$ cat src/rtl/fetch_queue.sv
// fetch_queue: decoupled instruction front end.
// A small FSM issues one word read at a time to instruction memory
// (req/ack) and pushes each returned word, tagged with its address, into a
// DEPTH-entry in-order queue. Control drains the queue over valid/ready.
// A redirect flushes the queue and squashes any fetch still in flight.
// The memory handshake is never abandoned: a squashed request keeps
// mem_req high until its ack arrives, and the data is then dropped.
module fetch_queue #(
    parameter int                DATA_W   = 32,
    parameter int                ADDR_W   = 16,
    parameter int                DEPTH    = 4,
    parameter logic [ADDR_W-1:0] RESET_PC = {ADDR_W{1'b0}}
) (
    input  logic                     clk,
    input  logic                     rst,
    input  logic                     fetch_en,
    output logic                     mem_req,
    output logic [ADDR_W-1:0]        mem_addr,
    input  logic                     mem_ack,
    input  logic [DATA_W-1:0]        mem_rdata,
    output logic                     ir_valid,
    output logic [DATA_W-1:0]        ir_data,
    output logic [ADDR_W-1:0]        ir_pc,
    input  logic                     ir_ready,
    input  logic                     redirect,
    input  logic [ADDR_W-1:0]        redirect_pc,
    output logic [$clog2(DEPTH):0]   ir_count
);

    localparam int PTR_W = $clog2(DEPTH);
    localparam int CNT_W = PTR_W + 1;

    localparam logic [PTR_W-1:0]  PTR_ZERO  = {PTR_W{1'b0}};
    localparam logic [PTR_W-1:0]  PTR_ONE   = PTR_W'(1'b1);
    localparam logic [CNT_W-1:0]  CNT_ZERO  = {CNT_W{1'b0}};
    localparam logic [CNT_W-1:0]  CNT_ONE   = CNT_W'(1'b1);
    localparam logic [CNT_W-1:0]  DEPTH_CNT = CNT_W'(DEPTH);
    localparam logic [ADDR_W-1:0] ADDR_ONE  = ADDR_W'(1'b1);

    typedef enum logic [1:0] {
        IDLE    = 2'd0,
        BUSY    = 2'd1,
        DISCARD = 2'd2
    } state_t;

    state_t              state_r;
    logic [ADDR_W-1:0]   fetch_pc_r;
    logic [ADDR_W-1:0]   req_addr_r;
    logic                mem_req_r;

    logic [DATA_W-1:0]   data_mem_r [DEPTH];
    logic [ADDR_W-1:0]   pc_mem_r   [DEPTH];
    logic [PTR_W-1:0]    wr_ptr_r;
    logic [PTR_W-1:0]    rd_ptr_r;
    logic [CNT_W-1:0]    count_r;
    logic                ir_valid_r;

    logic                push_s;
    logic                pop_s;
    logic [CNT_W-1:0]    count_nxt_s;

    // A returning word is queued only for a live (non-squashed) fetch.
    assign push_s = (state_r == BUSY) && mem_ack && !redirect;
    // Head is consumed on a valid/ready handshake.
    assign pop_s  = ir_valid_r && ir_ready;

    // Next occupancy: redirect empties the queue regardless of push/pop.
    always_comb begin
        count_nxt_s = count_r;
        if (redirect) begin
            count_nxt_s = CNT_ZERO;
        end else if (push_s && !pop_s) begin
            count_nxt_s = count_r + CNT_ONE;
        end else if (pop_s && !push_s) begin
            count_nxt_s = count_r - CNT_ONE;
        end else begin
            count_nxt_s = count_r;
        end
    end

    // Queue storage, pointers, occupancy and registered head-valid flag.
    always_ff @(posedge clk) begin
        if (rst) begin
            for (int i = 0; i < DEPTH; i++) begin
                data_mem_r[i] <= {DATA_W{1'b0}};
                pc_mem_r[i]   <= {ADDR_W{1'b0}};
            end
            wr_ptr_r   <= PTR_ZERO;
            rd_ptr_r   <= PTR_ZERO;
            count_r    <= CNT_ZERO;
            ir_valid_r <= 1'b0;
        end else begin
            if (push_s) begin
                data_mem_r[wr_ptr_r] <= mem_rdata;
                pc_mem_r[wr_ptr_r]   <= req_addr_r;
            end
            if (redirect) begin
                wr_ptr_r <= PTR_ZERO;
                rd_ptr_r <= PTR_ZERO;
            end else begin
                if (push_s) begin
                    wr_ptr_r <= wr_ptr_r + PTR_ONE;
                end
                if (pop_s) begin
                    rd_ptr_r <= rd_ptr_r + PTR_ONE;
                end
            end
            count_r    <= count_nxt_s;
            ir_valid_r <= (count_nxt_s != CNT_ZERO);
        end
    end

    // Fetch FSM: one outstanding request, gated by fetch_en and free space.
    always_ff @(posedge clk) begin
        if (rst) begin
            state_r    <= IDLE;
            fetch_pc_r <= RESET_PC;
            req_addr_r <= RESET_PC;
            mem_req_r  <= 1'b0;
        end else begin
            case (state_r)
                IDLE: begin
                    if (redirect) begin
                        fetch_pc_r <= redirect_pc;
                    end else if (fetch_en && (count_r < DEPTH_CNT)) begin
                        req_addr_r <= fetch_pc_r;
                        state_r    <= BUSY;
                        mem_req_r  <= 1'b1;
                    end
                end
                BUSY: begin
                    if (mem_ack) begin
                        state_r   <= IDLE;
                        mem_req_r <= 1'b0;
                        if (redirect) begin
                            fetch_pc_r <= redirect_pc;
                        end else begin
                            fetch_pc_r <= fetch_pc_r + ADDR_ONE;
                        end
                    end else if (redirect) begin
                        // Squash: keep the handshake alive, drop data on ack.
                        fetch_pc_r <= redirect_pc;
                        state_r    <= DISCARD;
                    end
                end
                DISCARD: begin
                    if (redirect) begin
                        fetch_pc_r <= redirect_pc;
                    end
                    if (mem_ack) begin
                        state_r   <= IDLE;
                        mem_req_r <= 1'b0;
                    end
                end
                default: begin
                    state_r   <= IDLE;
                    mem_req_r <= 1'b0;
                end
            endcase
        end
    end

    assign mem_req  = mem_req_r;
    assign mem_addr = req_addr_r;
    assign ir_valid = ir_valid_r;
    assign ir_data  = data_mem_r[rd_ptr_r];
    assign ir_pc    = pc_mem_r[rd_ptr_r];
    assign ir_count = count_r;

endmodule

$ cat config.mk
export PLATFORM = sky130hd
export DESIGN_NAME = fetch_queue
export DESIGN_NICKNAME = d
export VERILOG_FILES = /design/src/rtl/fetch_queue.sv
export SDC_FILE = /design/constraint.sdc
export NUM_CORES = 1
export LEC_CHECK = 0
export ABC_AREA = 0
export BUFFER_PORTS_ARGS = -buffer_cell sky130_fd_sc_hd__buf_2
export CORE_MARGIN = 2
export CORE_UTILIZATION = 55
export DETAILED_ROUTE_END_ITERATION = 8
export PLACE_DENSITY = 0.82
export REMOVE_ABC_BUFFERS = 1
export SYNTH_ARGS = -nofsm -noshare
export SYNTH_HDL_FRONTEND = slang
export SYNTH_SLANG_ARGS = --single-unit
export TNS_END_PERCENT = 20
$ cat constraint.sdc
create_clock -name clk -period 8.65 [get_ports clk]
set_input_delay 0 -clock clk [delete_from_list [all_inputs] [get_ports clk]]
set_output_delay 0 -clock clk [all_outputs]
set_load 0.01 [all_outputs]
# After elaboration in Yosys (flattened, before gate mapping)
# Memory sizes are Yosys's and may differ from the RTL's. A register that Yosys moved wholly into a read port is not among the register bits.
# Index checks and enable logic that the tools add are counted.
word_totals:
  mem_count: 2
  inputBits: 54
  elab_cells: 76
  ramBits: 192
  regBits: 43
op_classes:
  muxes: 32
  n_addsub: 5
  bitwise: 1
  n_lt_le_gt_ge: 1
  n_reduce_logical: 20
  eq_ne: 7
memory_table:
  columns: ["memory", "words", "width", "rd", "rd_clocked_by_memory_dff", "write_ports", "line", "text"]
  rows:
  - ["data_mem_r", 4, 32, 1, 1, 4, "51", "logic [DATA_W-1:0] data_mem_r [DEPTH];"]
  - ["pc_mem_r", 4, 16, 1, 1, 4, "52", "logic [ADDR_W-1:0] pc_mem_r [DEPTH];"]
ops:
  columns: ["operator", "count"]
  rows:
  - ["$mux W16", 4]
  - ["$mux W32", 1]
  - ["$pmux W16 S2", 1]
  - ["$reduce_or A32 Y1", 1]
  - ["$mux W2", 11]
  - ["$add A16 B1 Y16 const B", 1]
  - ["$reduce_or A16 Y1", 1]
  - ["$mux W1", 10]
  - ["$mux W3", 3]
  - ["$logic_and A1 B1 Y1", 6]
  - ["$ne A2 B2 Y1 const B", 3]
  - ["$pmux W2 S3", 1]
  - ["$reduce_and A3 Y1", 2]
  - ["$reduce_or A2 Y1", 3]
  - ["$add A2 B1 Y2 const B", 2]
  - ["$reduce_and A4 Y1", 1]
  - ["$add A3 B1 Y3 const B", 1]
  - ["$logic_not A1 Y1", 3]
  - ["$lt A3 B3 Y1 const B", 1]
  - ["$ne A3 B3 Y1 const B", 1]
  - ["$reduce_bool A3 Y1", 1]
  - ["$sub A3 B1 Y3 const B", 1]
  - ["$eq A2 B1 Y1 const B", 1]
  - ["$eq A2 B2 Y1 const B", 1]
  - ["5 further kinds", 5]

# Longest topological paths before layout
depth:
  ltp_word: 9
  ltp_mapped: 9
  ltp_nobuf: 7

# Least setup slack after synthesis
# Ideal clock, no wire load.
synth_timing:
  path_type: "reg2reg"
  startpoint: "register state_r[1]"
  endpoint: "memory data_mem_r[1][0], enable pin"
  arrival_time_ns: 3.166
  setup_time_ns: 0.464
  t_required_ns: 8.186
  slack_ns: 5.020
  stages_incl_launch_ff: 6
  cell_sequence: "dfxtp_1 inv_1 ha_1 nor2b_1 nand2_1 o21bai_1"
synth_lines:
  columns: ["item", "line", "text"]
  rows:
  - ["start: declaration", "46", "state_t state_r;"]
  - ["start signal: assignment", "116", "state_r <= IDLE;"]
  - ["start signal: assignment", "127", "state_r <= BUSY;"]
  - ["start signal: assignment", "133", "state_r <= IDLE;"]
  - ["end: declaration", "51", null]

==> summary.md <==
| Metric | Value |
|---|---|
| Pin count of the biggest net entering global routing | `50` |
| Clock skew | `0.01172 ns` |
| Placed Cells | `1108` |
| Fmax | `0.3377 GHz` |
| GRT overflow | `0` |
| Clk_lat worst skew | `0.52 ns` |
| Post-synth top area share | `56.26%` |
| Routed WL | `22.31 mm` |
| Detailed Place HPWL | `12.44 mm` |
| CTS Hold Buffers Added | `51` |
| Slew Limit Fails | `0` |
| Router iterations before antenna repair | `7` |
| GRT busiest layer | `met2` |
| YS warnings | `0` |
| Slew @ Worst Pin | `1.004 ns` |
| Total GRT Usage | `22.69%` |
| Critical path startpoint category | `flip-flop` |
| Root buffer cell | `clkbuf_16` |
| Max Cap Violations | `0` |
| Post-synth ARST share | `0%` |
| Vias in the first global route | `6843` |
| Avg Vias per Cell | `5.582` |
| DIE HEIGHT | `140.5 microns` |
| Worst-path clk slew | `0.06 ns` |
| Clock Tree Buf Depth | `3` |
| # H-tree levels | `1` |
| Worst setup path class | `flip-flop to flip-flop` |
| Syn Inst Count | `795` |
| DRT antenna net count | `0` |
| Avg Cell Area, Syn | `12.89 sq um` |
| First-pass GRT wire length | `35.10 mm` |
| CP cell instances | `inv_1 > ha_1 > nor2b_1 > nand2_1 > nor4_4 > buf_4 > or2_2 > buf_4` |
| CP Max Fanout | `49` |
| Setup Total Neg Slack | `0 ns` |
| Final hold violation count | `0` |
| Fill cells | `1252` |
| Min Tclk post-route | `2.961 ns` |
| Clock sinks | `237` |
| CTS tree | `built` |
| 1st-iter DRT viols | `400` |
| Post-Layout Cell Count | `1198` |
| Area growth, synth to finish | `20.03%` |
| Yosys cell types | `48` |
| Bufs and invs on worst path | `3` |
| Crit. End Element | `flip-flop` |
| N_diodes | `0` |
| Critical Path Most Common Cell | `buf_4` |
| Sequential share of the synthesized area | `65.05%` |
| Peak VDD IR | `141.3 uV` |
| Slowest-stage cell, CP | `buf_4` |
| Starting Density | `56.47%` |
| Post-synth EDFFs | `192` |
| Synth area leaders | `edfxtp_1, mux4_2, dfxtp_1` |
| Met3 usage | `4.000%` |
| P per Cell Area | `195.0 mW/mm^2` |
| Post CTS Setup Buffer Count | `0` |
| Max transition margin | `33.07%` |
| Hold Crit Class | `input port to flip-flop` |
| Met1 usage | `28.80%` |
| Critical Path RT | `8.79 ns` |
| Post-route DRC | `0` |
| DR vias | `6687` |
| Final #Nets | `1017` |
| Max incr delay on CP | `0.57 ns` |
| Data arrival, critical path | `3.10 ns` |
| CTS buffer count | `24` |
| Die area | `0.01974 sq mm` |
| I/O pin cnt | `123` |
| Routing usage on met2 | `39.99%` |
| RSZ-0062 raised after global routing | `no` |
| Row count | `49` |
| Seq cells post-synth | `237` |
| Overall die width | `140.5 microns` |
| Finish-stage setup viols | `0` |
| Leak Pwr | `4.844 nW` |
| GP Congestion | `0.8432` |
| CP top delay family | `buffers and inverters` |
| Tcrit/Tclk final | `34.23%` |
| Yosys top cell by area | `edfxtp_1` |
| Post-CTS sizing | `0` |
| Layout cell share with drive strength beyond 1 | `23.12%` |
| Outcome | `completed` |
| Drt wl/cell | `18.62 microns` |
| Initial antenna violation count | `0` |
| Post-synth top flop | `edfxtp_1` |
| Count of input and output buffers | `122` |
| Core area | `0.01815 sq mm` |
| Mapped Area | `0.01025 sq mm` |
==> final timing paths <==
path	slack, ns	start	cells past startpoint	to
worst max-delay path	5.69	state_r[1]	8	pc_mem_r[0][0]
worst max register to register	5.69	state_r[1]	8	pc_mem_r[0][0]
worst min register to register	0.49	fetch_pc_r[5]	2	mem_addr[5]
worst min-delay path	0.03	redirect	3	fetch_pc_r[8]
==> sequential cells by signal, summed over array words and instances (netlist names), named ones only <==
signal / flops
data_mem_r: 128
fetch_pc_r: 16
ir_count: 3
ir_valid: 1
mem_addr: 16
mem_req: 1
pc_mem_r: 64
rd_ptr_r: 2
state_r: 2
wr_ptr_r: 2
==> stage by stage <==
step	setup slack [ns]	instance area, sq um	hold WS, ns	util [%]	total power (W)
floorplan	4.604	10060	0.06907	-	0.001381
global placement	5.818	11070	0.2730	61.02	0.001438
detailed placement	5.688	11070	0.2812	61.02	0.001443
CTS	5.664	12300	0.008969	67.79	0.002414
global route	5.491	12300	0.07499	67.79	0.002474
finish	5.689	12300	0.02810	67.79	0.002399
==> routing by layer <==
metal  vias up  share of wire, %
li1       3138                 -
met1      3231                40
met2       276                51
met3        42               7.2
met4         0               2.4
met5         -                 0
==> cell usage after synthesis (2+ instances only) <==
cell type and count:
o21ai_0 8, and2_1 53, inv_1 56, a211oi_1 6, nand2_1 97, clkbuf_1 35, mux2i_1 6, or2_2 3
xnor2_1 4, or3_1 4, nor2_1 123, o22ai_1 5, buf_1 2, o211ai_1 2, a22oi_1 5, nand3_1 5
and3_1 3, o21bai_1 3, buf_2 10, ha_1 7, nor2b_1 4, a21oi_1 31, nand4_1 5, nand2b_1 4
xor2_1 3, nor3_1 4, edfxtp_1 192, dfxtp_1 45, a31oi_1 4, mux4_2 48
==> where the power goes <==
part           internal (W)  switching (W)  total, W
clock network      0.000556       0.000405  0.000961
logic             0.0000657      0.0000785  0.000144
registers           0.00127      0.0000224   0.00129
==> layout by cell type, fill, tap and decap left out, drive strengths merged, types with 7 or more instances in the layout <==
cell type / count
o21ai: 8
nand2: 97
dfxtp: 45
clkbuf: 34
and2: 53
dlygate4sd3: 51
a21oi: 31
ha: 7
buf: 131
edfxtp: 192
inv: 56
nor2: 123
mux4: 48
==> final cells by class <==
cell class | count | area, sq um | area share (%)
Clock inverter | 5 | 60.06 | 0.4882
Inverter | 57 | 214.0 | 1.739
Sequential cell | 237 | 6671 | 54.23
Timing Repair Buffer | 182 | 1189 | 9.662
Tap cell | 229 | 286.5 | 2.329
Clock buffer | 34 | 658.1 | 5.350
Multi-Input combinational cell | 454 | 3223 | 26.20
==> kinds of logic after synthesis <==
family / synth area share [%]
DFF: 65.05
buffers and inverters: 3.931
muxes: 11.13
and+or+nand+nor: 14.15
adders and majority gates: 0.8546
xor gates and xnor gates: 0.5982
AOI/OAI and AO/OA: 4.285
==> worst register-to-register path, stage by stage (launching register included) <==
cell and delay, ns:
dfxtp_1 0.33, inv_1 0.09, ha_1 0.22, nor2b_1 0.19
nand2_1 0.28, nor4_4 0.22, buf_4 0.46, or2_2 0.22
buf_4 0.57
(Power assumes the default switching activity.)
